File: src/rtl/instr_cycle_ctrl.sv
`default_nettype none
// ============================================================================
// Module   : instr_cycle_ctrl
// Purpose  : Instruction-cycle FSM sitting in front of the microcode
//            sequencer. Fetches instruction words from IRAM, resolves
//            JMP / JMPZ / END locally and hands every other opcode to the
//            microsequencer through a go/op/done handshake. Advances the PC
//            on retirement, honours halt requests only at instruction
//            boundaries, and halts with an error if a micro-op never
//            completes (watchdog).
// Ports    : clk, rst          - clock (rising edge), synchronous reset (high)
//            start             - begin / restart execution (IDLE or HALT)
//            halt_req          - halt at the next instruction boundary
//            iram_rd_en/addr   - IRAM read strobe and address (= pc)
//            iram_rdata        - IRAM data, IRAM_LAT cycles after the strobe
//            z_flag            - ALU zero flag used by JMPZ
//            useq_go/op/done   - microsequencer dispatch handshake
//            pc, busy, halted  - architectural status
//            wdog_err          - sticky micro-op timeout flag
//            instr_count       - retired instruction count (wraps)
// Revision : 1.0 - initial release
// ============================================================================
module instr_cycle_ctrl #(
    parameter int               OPW      = 6,
    parameter int               PCW      = 8,
    parameter int               IW       = 16,
    parameter int               IRAM_LAT = 1,
    parameter logic [OPW-1:0]   JMP_OP   = OPW'(57),
    parameter logic [OPW-1:0]   JMPZ_OP  = OPW'(58),
    parameter logic [OPW-1:0]   END_OP   = OPW'(59),
    parameter int               WDOG     = 64
) (
    input  logic            clk,
    input  logic            rst,
    input  logic            start,
    input  logic            halt_req,
    output logic            iram_rd_en,
    output logic [PCW-1:0]  iram_addr,
    input  logic [IW-1:0]   iram_rdata,
    input  logic            z_flag,
    output logic            useq_go,
    output logic [OPW-1:0]  useq_op,
    input  logic            useq_done,
    output logic [PCW-1:0]  pc,
    output logic            busy,
    output logic            halted,
    output logic            wdog_err,
    output logic [15:0]     instr_count
);

    localparam int WDW = $clog2(WDOG + 1);

    typedef enum logic [2:0] {
        S_IDLE     = 3'd0,
        S_FETCH    = 3'd1,
        S_WAIT     = 3'd2,
        S_DECODE   = 3'd3,
        S_DISPATCH = 3'd4,
        S_EXEC     = 3'd5,
        S_HALT     = 3'd6
    } state_t;

    state_t             r_state;
    state_t             w_next;
    logic [PCW-1:0]     r_pc;
    logic [IW-1:0]      r_ir;
    logic [OPW-1:0]     r_useq_op;
    logic [15:0]        r_count;
    logic               r_wdog_err;
    logic [2:0]         r_lat;
    logic [WDW-1:0]     r_wdog;

    logic [OPW-1:0]     w_opcode;
    logic [PCW-1:0]     w_target;
    logic [PCW-1:0]     w_pc_inc;
    logic               w_lat_done;
    logic               w_retire;
    logic               w_wdog_trip;
    logic               w_unused_ir;

    assign w_opcode    = r_ir[IW-1 -: OPW];
    assign w_target    = r_ir[PCW-1:0];
    assign w_pc_inc    = r_pc + PCW'(1);
    assign w_lat_done  = (r_lat == 3'(IRAM_LAT - 1));
    // Bits between opcode and target field are reserved and not decoded.
    assign w_unused_ir = ^r_ir;

    // ------------------------------------------------------------------
    // Next-state logic
    // ------------------------------------------------------------------
    always_comb begin
        w_next      = r_state;
        w_retire    = 1'b0;
        w_wdog_trip = 1'b0;
        case (r_state)
            S_IDLE: begin
                if (start) w_next = S_FETCH;
            end
            S_FETCH: begin
                w_next = S_WAIT;
            end
            S_WAIT: begin
                if (w_lat_done) w_next = S_DECODE;
            end
            S_DECODE: begin
                if (w_opcode == END_OP) begin
                    w_next = S_HALT;
                end else if (w_opcode == JMP_OP || w_opcode == JMPZ_OP) begin
                    w_retire = 1'b1;
                    w_next   = halt_req ? S_HALT : S_FETCH;
                end else begin
                    w_next = S_DISPATCH;
                end
            end
            S_DISPATCH: begin
                // A done pulse arriving together with go belongs to nothing
                // we issued, so it is deliberately not looked at here.
                w_next = S_EXEC;
            end
            S_EXEC: begin
                // Completion wins over a watchdog expiry in the same cycle.
                if (useq_done) begin
                    w_retire = 1'b1;
                    w_next   = halt_req ? S_HALT : S_FETCH;
                end else if (r_wdog == WDW'(WDOG - 1)) begin
                    w_wdog_trip = 1'b1;
                    w_next      = S_HALT;
                end
            end
            S_HALT: begin
                if (start) w_next = S_FETCH;
            end
            default: begin
                w_next = S_IDLE;
            end
        endcase
    end

    // ------------------------------------------------------------------
    // State register and datapath
    // ------------------------------------------------------------------
    always_ff @(posedge clk) begin
        if (rst) begin
            r_state    <= S_IDLE;
            r_pc       <= '0;
            r_ir       <= '0;
            r_useq_op  <= '0;
            r_count    <= '0;
            r_wdog_err <= 1'b0;
            r_lat      <= '0;
            r_wdog     <= '0;
        end else begin
            r_state <= w_next;

            if (w_retire) r_count <= r_count + 16'd1;
            if (w_wdog_trip) r_wdog_err <= 1'b1;

            case (r_state)
                S_FETCH: begin
                    r_lat <= '0;
                end
                S_WAIT: begin
                    r_lat <= r_lat + 3'd1;
                    if (w_lat_done) r_ir <= iram_rdata;
                end
                S_DECODE: begin
                    if (w_opcode == JMP_OP) begin
                        r_pc <= w_target;
                    end else if (w_opcode == JMPZ_OP) begin
                        r_pc <= z_flag ? w_target : w_pc_inc;
                    end else if (w_opcode != END_OP) begin
                        r_useq_op <= w_opcode;
                    end
                end
                S_DISPATCH: begin
                    r_wdog <= '0;
                end
                S_EXEC: begin
                    r_wdog <= r_wdog + WDW'(1);
                    if (useq_done) r_pc <= w_pc_inc;
                end
                S_HALT: begin
                    if (start) begin
                        r_pc       <= '0;
                        r_wdog_err <= 1'b0;
                    end
                end
                default: begin
                end
            endcase
        end
    end

    // ------------------------------------------------------------------
    // Outputs (decoded from state so they are 0 straight out of reset)
    // ------------------------------------------------------------------
    assign iram_rd_en  = (r_state == S_FETCH);
    assign iram_addr   = r_pc;
    assign useq_go     = (r_state == S_DISPATCH);
    assign useq_op     = r_useq_op;
    assign pc          = r_pc;
    assign busy        = (r_state != S_IDLE) && (r_state != S_HALT);
    assign halted      = (r_state == S_HALT);
    assign wdog_err    = r_wdog_err;
    assign instr_count = r_count;

endmodule
`default_nettype wire
File: config.mk
export PLATFORM = sky130hd
export DESIGN_NAME = instr_cycle_ctrl
export DESIGN_NICKNAME = d
export VERILOG_FILES = /design/src/rtl/instr_cycle_ctrl.sv
export SDC_FILE = /design/constraint.sdc
export NUM_CORES = 1
export LEC_CHECK = 0
export ABC_AREA = 1
export BUFFER_PORTS_ARGS = -buffer_cell sky130_fd_sc_hd__buf_2
export CAP_MARGIN = 30
export CORE_AREA = 3 3 90 92
export DETAILED_ROUTE_END_ITERATION = 16
export DIE_AREA = 0 0 93 95
export GPL_TIMING_DRIVEN = 0
export PLACE_DENSITY_LB_ADDON = 0.12
export SLEW_MARGIN = 20
export SYNTH_ARGS = -nofsm -noshare
export SYNTH_HDL_FRONTEND = slang
export SYNTH_SLANG_ARGS = --single-unit
File: constraint.sdc
create_clock -name clk -period 2 [get_ports clk]
set_input_delay 0.2 -clock clk [delete_from_list [all_inputs] [get_ports clk]]
set_output_delay 0.2 -clock clk [all_outputs]
set_load 0.03 [all_outputs]
==> run_results.csv, run 1 <==
group,metric,value,unit
outcome,status,"finished, final reports clean",
global_route,grt_pass1_vias,3087,
placement,dp_hpwl,6010,microns
routing,vias,3301,
routing,drtAntennaViolNets,0,
pwr,ir_worst_vdd,397,uV
clock_network,hold_buffers,0,
global_route,grt_max_degree,11,
synth,synth.most_common_cell,"nand2_1",
floorplan,die_x,93,microns
layout,fin_nets,605,
synth,synth_seq_cells,58,
critical_path,critPathMaxFanout,6,
clock_network,cts.sinks,58,
synth,yosys.area.top_type_share,35.5,%
routing,drc_errors,0,
critical_path,cp-end-kind,"output pin",
clock_network,post_cts_resized,0,
floorplan,ios,65,
clock_network,h-tree-depth,3,
timing,final.min_clock_period,1.63,ns
global_route,antenna_found_initial,0,
routing,wl,8010,microns
synth,synth_cell_types,30,
synth,synth_nets,532,
timing,layout_setup_ws,0.374,ns
floorplan,row_count,31,
global_route,grtUsageTotal,19.7,%
placement,place_ws,0.443,ns
critical_path,worstSetupPathType,"reg -> out",
synth,ys_top_cells_by_count,"139 x nand2_1, 70 x nor2_1, 58 x dfxtp_1",
timing,slew_headroom,53.2,%
clock_network,cts_buffers,9,
routing,vias_per_cell,4.84,
critical_path,cp.required,1.80,ns
flow_run,maxCapViolations,0,
critical_path,worstSetupStartpointType,"flop",
clock_network,cts_buffer_depth,2,
synth,synth_edf_count,0,
timing,fin_worst_skew,0.0107,ns
timing,max_freq,615,MHz
min_path,worst_hold_path_type,"in -> reg",
placement,gp_congestion,0.844,
layout,drive_above_1_share,23.7,%
synth,syn_inst,505,
timing,final_hold_viol_count,0,
routing,drt_pass1_iterations,5,
synth,postSynthAreaPerCell,6.48,sq um
pwr,p_leak,1.81,nW
timing,period_share,81.3,%
synth,netlist_area,3270,sq um
floorplan,initial_utilization,44.9,%
layout,fin_area,3940,sq um
placement,io_buffers,62,
routing,drt-initial-drc-count,94,
timing,setup_violations,0,
synth,synth_ff_type,"dfxtp_1",
layout,syn2layout_area_growth,20.5,%
clock_network,cts_setup_buffers,0,
routing,routedWlPerCell,11.7,microns
clock_network,cts_tree,"built",
timing,rsz0062_at_grt,"no",
timing,tightest_slew,0.702,ns
clock_network,clk_pin_slew,0.07,ns
floorplan,dieHeight,95,microns
synth,ys_top_cells_by_area,"dfxtp_1 35%, nand2_1 16%, nor2_1 8.0%",
pwr,p_total,0.00306,W
pwr,p_per_area,777,nW/um^2
synth,ys_seq_area_share,35.5,%
timing,worst_hold_slack,0.0994,ns
timing,drv_slew,0,
floorplan,die_area,8840,sq um
layout,diodes,0,
timing,tns,0,ns
synth,yosysWarnings,0,
floorplan,core,7290,sq um
synth,synth.largest_area_cell,"dfxtp_1",
placement,place_area,3710,sq um
global_route,grt-ovfl-total,0,
clock_network,clockRootBuffer,"clkbuf_8",
global_route,grt_pass1_wl,13900,microns
synth,postSynth.asyncResetShare,0,%
clock_network,insertion_delay,0.35,ns
critical_path,arrival,1.43,ns
[per-layer routing]
| metal | up-vias | track usage [%] | part of all wire [%] |
|---|---|---|---|
| li1 | 1733 | - | - |
| met5 | - | 0 | 0 |
| met1 | 1495 | 24.5 | 48 |
| met3 | 9 | 4.86 | 4.5 |
| met4 | 0 | 6.96 | 1.3 |
| met2 | 64 | 33.2 | 47 |
[report_power, final]
group	switching [W]	leakage [nW]	internal (W)
Sequential	0.0000547	0.469	0.00122
Combinational	0.000316	1.22	0.000161
Clock	0.000509	0.119	0.000802
Total	0.000880	1.81	0.00218
[cells in the final DEF (no fill, tap or decap), types with 7 or more instances in the layout]
master,synthesis,layout
nand3_1,25,25
nand2_2,12,12
buf_2,3,65
nor2_1,70,70
buf_4,10,10
inv_2,7,7
a21oi_2,11,11
inv_1,51,51
a21oi_1,40,40
dfxtp_1,58,58
nand2_1,139,139
o21ai_0,33,33
clkbuf_8,0,12
[stage by stage]
step | instances | util [%]
2_1_floorplan | 505 | -
3_3_place_gp | 666 | 50.8
3_5_place_dp | 666 | 50.8
4_1_cts | 682 | 54.1
5_1_grt | 682 | 54.1
6_report | 682 | 54.1
[worst paths after layout]
| check | from | endpoint | slack, ns | cells past startpoint |
|---|---|---|---|---|
| worst max register to register | instr_count[0] | instr_count[14] | 0.39 | 8 |
| worst min-delay path | iram_rdata[14] | r_ir[14] | 0.1 | 3 |
| worst min register to register | useq_op[5] | useq_op[5] | 0.44 | 2 |
| worst max-delay path | r_state[1] | busy | 0.37 | 4 |
[kinds of logic (layout without fill, tap and decap cells)]
group / after synthesis / after routing / synth area share [%]
compound gates: 89 / 89 / 14.9
flops: 58 / 58 / 35.5
simple gates: 264 / 264 / 34.2
xor+xnor: 6 / 6 / 1.61
buf+inv: 83 / 161 / 11.9
fa+ha+maj: 5 / 5 / 1.91
[sequential cells by signal (all words and copies together), names as in the netlist]
| signal | cells |
|---|---|
| instr_count | 16 |
| useq_op | 6 |
| r_wdog | 7 |
| wdog_err | 1 |
| r_state | 3 |
| r_lat | 3 |
| r_ir | 14 |
| iram_addr | 8 |
[critical path, cell delays in order, from the launching register on]
cell	delay, ns
dfxtp_1	0.45
nand3_1	0.22
o21ai_1	0.19
inv_1	0.06
buf_2	0.17
[final cells by class]
cell class	instances	area, sq um
fill	777	3350
multi-input combinational	364	1720
sequential	58	1160
timing repair buffer	62	310
inverter	61	233
clock buffer	12	165
buffer	22	155
tap	99	124
clock inverter	4	72.6
Note: power is estimated with default switching activity, not from simulation.
==> run 2: changes to the inputs <==
clock period = 1.6 ns   (was 2 ns; I/O delays follow)
==> run_results.csv, run 2 (synthesized netlist as in run 1, its figures left out) <==
group,metric,value,unit
floorplan,initial_utilization,44.9,%
placement,dp_hpwl,6010,microns
min_path,worst_hold_path_type,"in -> reg",
routing,drtAntennaViolNets,0,
layout,layout_common_cells,"138 x nand2_1, 67 x nor2_1, 65 x buf_2",
layout,syn2layout_area_growth,21.3,%
global_route,grtUsageTotal,19.7,%
floorplan,dieHeight,95,microns
critical_path,worstSetupPathType,"reg -> out",
timing,tightest_slew,0.707,ns
routing,vias,3299,
global_route,grt_pass1_wl,13900,microns
timing,tns,0,ns
placement,place_inst,666,
clock_network,cts.sinks,58,
global_route,grt_max_degree,11,
floorplan,row_count,31,
layout,fin_cells,682,
critical_path,arrival,1.35,ns
routing,vias_per_cell,4.84,
placement,place_ws,0.0430,ns
timing,drv_slew,0,
floorplan,core,7290,sq um
timing,slew_headroom,52.8,%
critical_path,cp-end-kind,"output pin",
clock_network,clk_pin_slew,0.07,ns
critical_path,cp.required,1.44,ns
placement,io_buffers,62,
pwr,ir_worst_vdd,499,uV
floorplan,ios,65,
routing,drt-initial-drc-count,94,
clock_network,cts_buffers,9,
clock_network,insertion_delay,0.35,ns
routing,drt_pass1_iterations,4,
critical_path,r2r-start,"r_wdog[0]",
min_path,holdCritStartpoint,"iram_rdata[14]",
layout,fin_nets,605,
layout,diodes,0,
clock_network,clockRootBuffer,"clkbuf_8",
flow_run,maxCapViolations,0,
placement,gp_congestion,0.844,
critical_path,critPathMaxFanout,8,
clock_network,h-tree-depth,3,
clock_network,cts_tree,"built",
timing,fin_worst_skew,0.0106,ns
critical_path,setup.worst_path.start,"r_state[2]",
timing,max_freq,664,MHz
routing,drc_errors,0,
global_route,grt-ovfl-total,0,
layout,final_common_cell,"nand2_1",
clock_network,hold_buffers,0,
routing,wl,8050,microns
clock_network,cts_setup_buffers,0,
timing,layout_setup_ws,0.0934,ns
routing,routedWlPerCell,11.8,microns
timing,final_hold_viol_count,0,
layout,largest_reg_flops,16,
critical_path,worstSetupStartpointType,"flop",
outcome,status,"finished, final reports clean",
global_route,grt_pass1_vias,3087,
layout,fill_cells,772,
pwr,p_per_area,967,nW/um^2
pwr,p_leak,1.81,nW
timing,period_share,94.2,%
layout,drive_above_1_share,25.9,%
global_route,antenna_found_initial,0,
timing,rsz0062_at_grt,"no",
floorplan,die_x,93,microns
clock_network,cts_buffer_depth,2,
floorplan,die_area,8840,sq um
timing,setup_violations,0,
timing,final.min_clock_period,1.51,ns
critical_path,r2r_setup_slack,0.14,ns
==> run 2: cell types whose count changed in the layout (fill, tap and decap cells not counted) <==
cell	previous run	this run
dfxtp_1	58	52
dfxtp_2	0	6
ha_1	5	4
ha_2	0	1
inv_1	51	50
inv_2	7	8
nand2_1	139	138
nand2_2	12	13
nor2_1	70	67
nor2_2	3	6
o21ai_1	4	3
o21ai_2	0	1
==> run 2: where the power goes <==
group | leakage (nW) | internal, W | switching (W)
Combinational | 1.22 | 0.000204 | 0.000399
Sequential | 0.472 | 0.00153 | 0.0000685
Clock | 0.119 | 0.00100 | 0.000636
Total | 1.81 | 0.00273 | 0.00110
==> run 2: what timing repair did <==
action | CTS | global route
hold endpoints to repair | 0 | 0
resized for setup | 1 | 12
setup endpoints to repair | 1 | 11
==> run 2: path summary, 6_finish.rpt <==
path / endpoint / cells after the start
hold / removal: r_ir[14] / 3
setup reg to reg: r_state[2] / 9
hold reg to reg: useq_op[5] / 2
setup / recovery: busy / 5
==> run 2: per-stage QoR <==
step                utilization, %  total power [W]  hold WS, ns  area [sq um]
global route                  54.4          0.00401       0.0637          3970
floorplan                        -          0.00206        0.297          3270
CTS                           54.1          0.00385       0.0549          3950
global placement              50.8          0.00221        0.414          3710
detailed placement            50.8          0.00222        0.417          3710
finish                        54.4          0.00384       0.0595          3970
==> run 2: cell type report <==
class	instances	area (sq um)	share of cell area, %
flip-flops and latches	58	1170	29.5
clock buffers	12	165	4.16
plain buffers	22	155	3.91
repair buffers	62	310	7.82
clock inverters	4	72.6	1.83
multi-input cells	364	1740	43.8
inverters	61	233	5.87
well taps	99	124	3.12
==> run 2: critical path: stages, from the launching register on <==
cell     delay, ns
dfxtp_1       0.31
buf_4         0.15
nand3_1       0.19
o21ai_2       0.13
inv_1         0.05
buf_2         0.17
==> run 2: metal layers <==
metal  wire length, microns  GRT usage [%]
met3                    375           4.86
met4                     61           6.96
met2                   3820           33.2
met1                   3800           24.5
met5                      0              0
==> run 3: changes to the inputs <==
CORE_AREA = 3 3 109 111   (was 3 3 90 92)
DIE_AREA = 0 0 112 114   (was 0 0 93 95)
==> run_results.csv, run 3 (synthesized netlist as in run 1, its figures left out) <==
group,metric,value,unit
timing,rsz0062_at_grt,"no",
timing,tightest_slew,0.674,ns
placement,dp_hpwl,6590,microns
layout,layout_common_cells,"137 x nand2_1, 68 x nor2_1, 64 x buf_2",
timing,fin_worst_skew,0.00856,ns
layout,syn2layout_area_growth,21.9,%
critical_path,arrival,1.33,ns
global_route,antenna_found_initial,0,
routing,vias_per_cell,4.46,
placement,place_area,3760,sq um
global_route,grt-ovfl-total,0,
layout,drive_above_1_share,26.1,%
timing,final_hold_viol_count,0,
timing,final.min_clock_period,1.49,ns
critical_path,cp.depth,4,
outcome,status,"finished, final reports clean",
critical_path,setup.worst_path.start,"r_state[0]",
critical_path,cp_slowest_cell,"dfxtp_1",
pwr,power_frac_clock,36.1,%
min_path,holdCritStartpoint,"iram_rdata[5]",
timing,worst_hold_slack,0.0784,ns
layout,diodes,0,
floorplan,die_area,12800,sq um
critical_path,crit_path_end,"useq_go",
pwr,seqPwrFrac,46.3,%
layout,fin_cells,723,
pwr,ir_worst_vdd,357,uV
critical_path,r2r_setup_slack,0.14,ns
critical_path,worstSetupPathType,"reg -> out",
critical_path,critPathMaxFanout,5,
critical_path,critPathTopFamily,"flip-flops",
pwr,p_sw,0.00111,W
pwr,power_frac_comb,17.6,%
routing,routedWlPerCell,12.1,microns
timing,slew_headroom,55.0,%
routing,drtAntennaViolNets,0,
critical_path,worstSetupStartpointType,"flop",
floorplan,dieHeight,114,microns
placement,io_buffers,62,
critical_path,r2r-start,"r_wdog[0]",
global_route,grt_pass1_wl,14600,microns
floorplan,core,10900,sq um
critical_path,worstRegToRegCells,9,
global_route,grtUsageTotal,14.1,%
timing,setup_violations,0,
clock_network,h-tree-depth,3,
pwr,p_per_area,863,nW/um^2
timing,period_share,93.1,%
clock_network,clk_pin_slew,0.08,ns
layout,fin_nets,605,
floorplan,initial_utilization,30.1,%
min_path,worst_hold_path_type,"in -> reg",
routing,drt-initial-drc-count,148,
critical_path,cp.required,1.44,ns
critical_path,r2r-end,"r_state[1]",
global_route,grt_max_degree,12,
routing,drt_pass1_iterations,4,
routing,vias,3225,
routing,wl,8740,microns
flow_run,maxCapViolations,0,
layout,fin_area,3990,sq um
critical_path,crit_buf_inv,2,
pwr,internal_power,0.00233,W
clock_network,hold_buffers,0,
global_route,grt_pass1_vias,3064,
clock_network,cts_setup_buffers,0,
clock_network,cts_buffer_depth,2,
layout,final_common_cell,"nand2_1",
clock_network,insertion_delay,0.34,ns
timing,max_freq,672,MHz
critical_path,max_stage_delay,0.36,ns
clock_network,cts_tree,"built",
timing,drv_slew,0,
critical_path,path_cells,"inv_2, nand2_1, nor2_2, buf_2",
routing,drc_errors,0,
pwr,p_leak,1.78,nW
floorplan,row_count,38,
clock_network,clockRootBuffer,"clkbuf_8",
clock_network,cts.sinks,58,
pwr,netSwitchingFraction,32.3,%
critical_path,cp-end-kind,"output pin",
clock_network,cts_buffers,9,
placement,gp_congestion,0.780,
floorplan,die_x,112,microns
placement,place_inst,707,
timing,tns,0,ns
floorplan,ios,65,
layout,largest_reg_flops,16,
run 3: worst min-delay path by stage:
stage / depth (start not counted) / slack [ns] / endpoint
2_1_floorplan: 3 / 0.30 / iram_addr[4]
3_3_place_gp: 3 / 0.42 / r_ir[3]
3_5_place_dp: 3 / 0.43 / r_ir[6]
4_1_cts: 3 / 0.06 / r_ir[6]
5_1_grt: 3 / 0.09 / r_ir[2]
6_report: 3 / 0.08 / r_ir[5]
run 3: final cells by class:
type,count,area (sq um)
Clock inverter,6,42.5
Buffer,22,158
Clock buffer,10,138
Tap cell,140,175
Sequential cell,58,1170
Inverter,61,233
Timing Repair Buffer,62,310
Fill cell,1210,6900
Multi-Input combinational cell,364,1760
run 3: routing by layer:
layer | up-vias | GRT usage (%) | wire [microns]
met1 | 1442 | 18.8 | 4340
li1 | 1731 | - | -
met4 | 0 | 5.37 | 43
met3 | 2 | 3.02 | 336
met5 | - | 0 | 0
met2 | 50 | 22.4 | 4020
run 3: metrics by stage:
| stage | setup slack [ns] | total power, W | utilization [%] |
|---|---|---|---|
| global placement | 0.0369 | 0.00223 | 34.5 |
| CTS | 0.00734 | 0.00350 | 36.2 |
| finish | 0.111 | 0.00344 | 36.6 |
| floorplan | 0.0390 | 0.00206 | - |
| global route | 0.00710 | 0.00364 | 36.6 |
| detailed placement | 0.0238 | 0.00223 | 34.5 |
run 3: tightest hold or removal path, delay by kind of cell:
kind / cells / cell delay, ns
compound gates: 1 / 0.07
simple gates: 1 / 0.07
buf+inv: 1 / 0.08
run 3: power groups by stage:
stage	logic (W)	registers, W	clock network, W
floorplan	0.000401	0.00166	0
global placement	0.000602	0.00163	0
detailed placement	0.000604	0.00163	0
CTS	0.000606	0.00160	0.00130
global route	0.000686	0.00161	0.00135
finish	0.000605	0.00159	0.00124
run 3: timing repair:
action,in CTS,in global routing
pin swaps,0,3
resized for setup,1,18
setup endpoints to repair,2,11
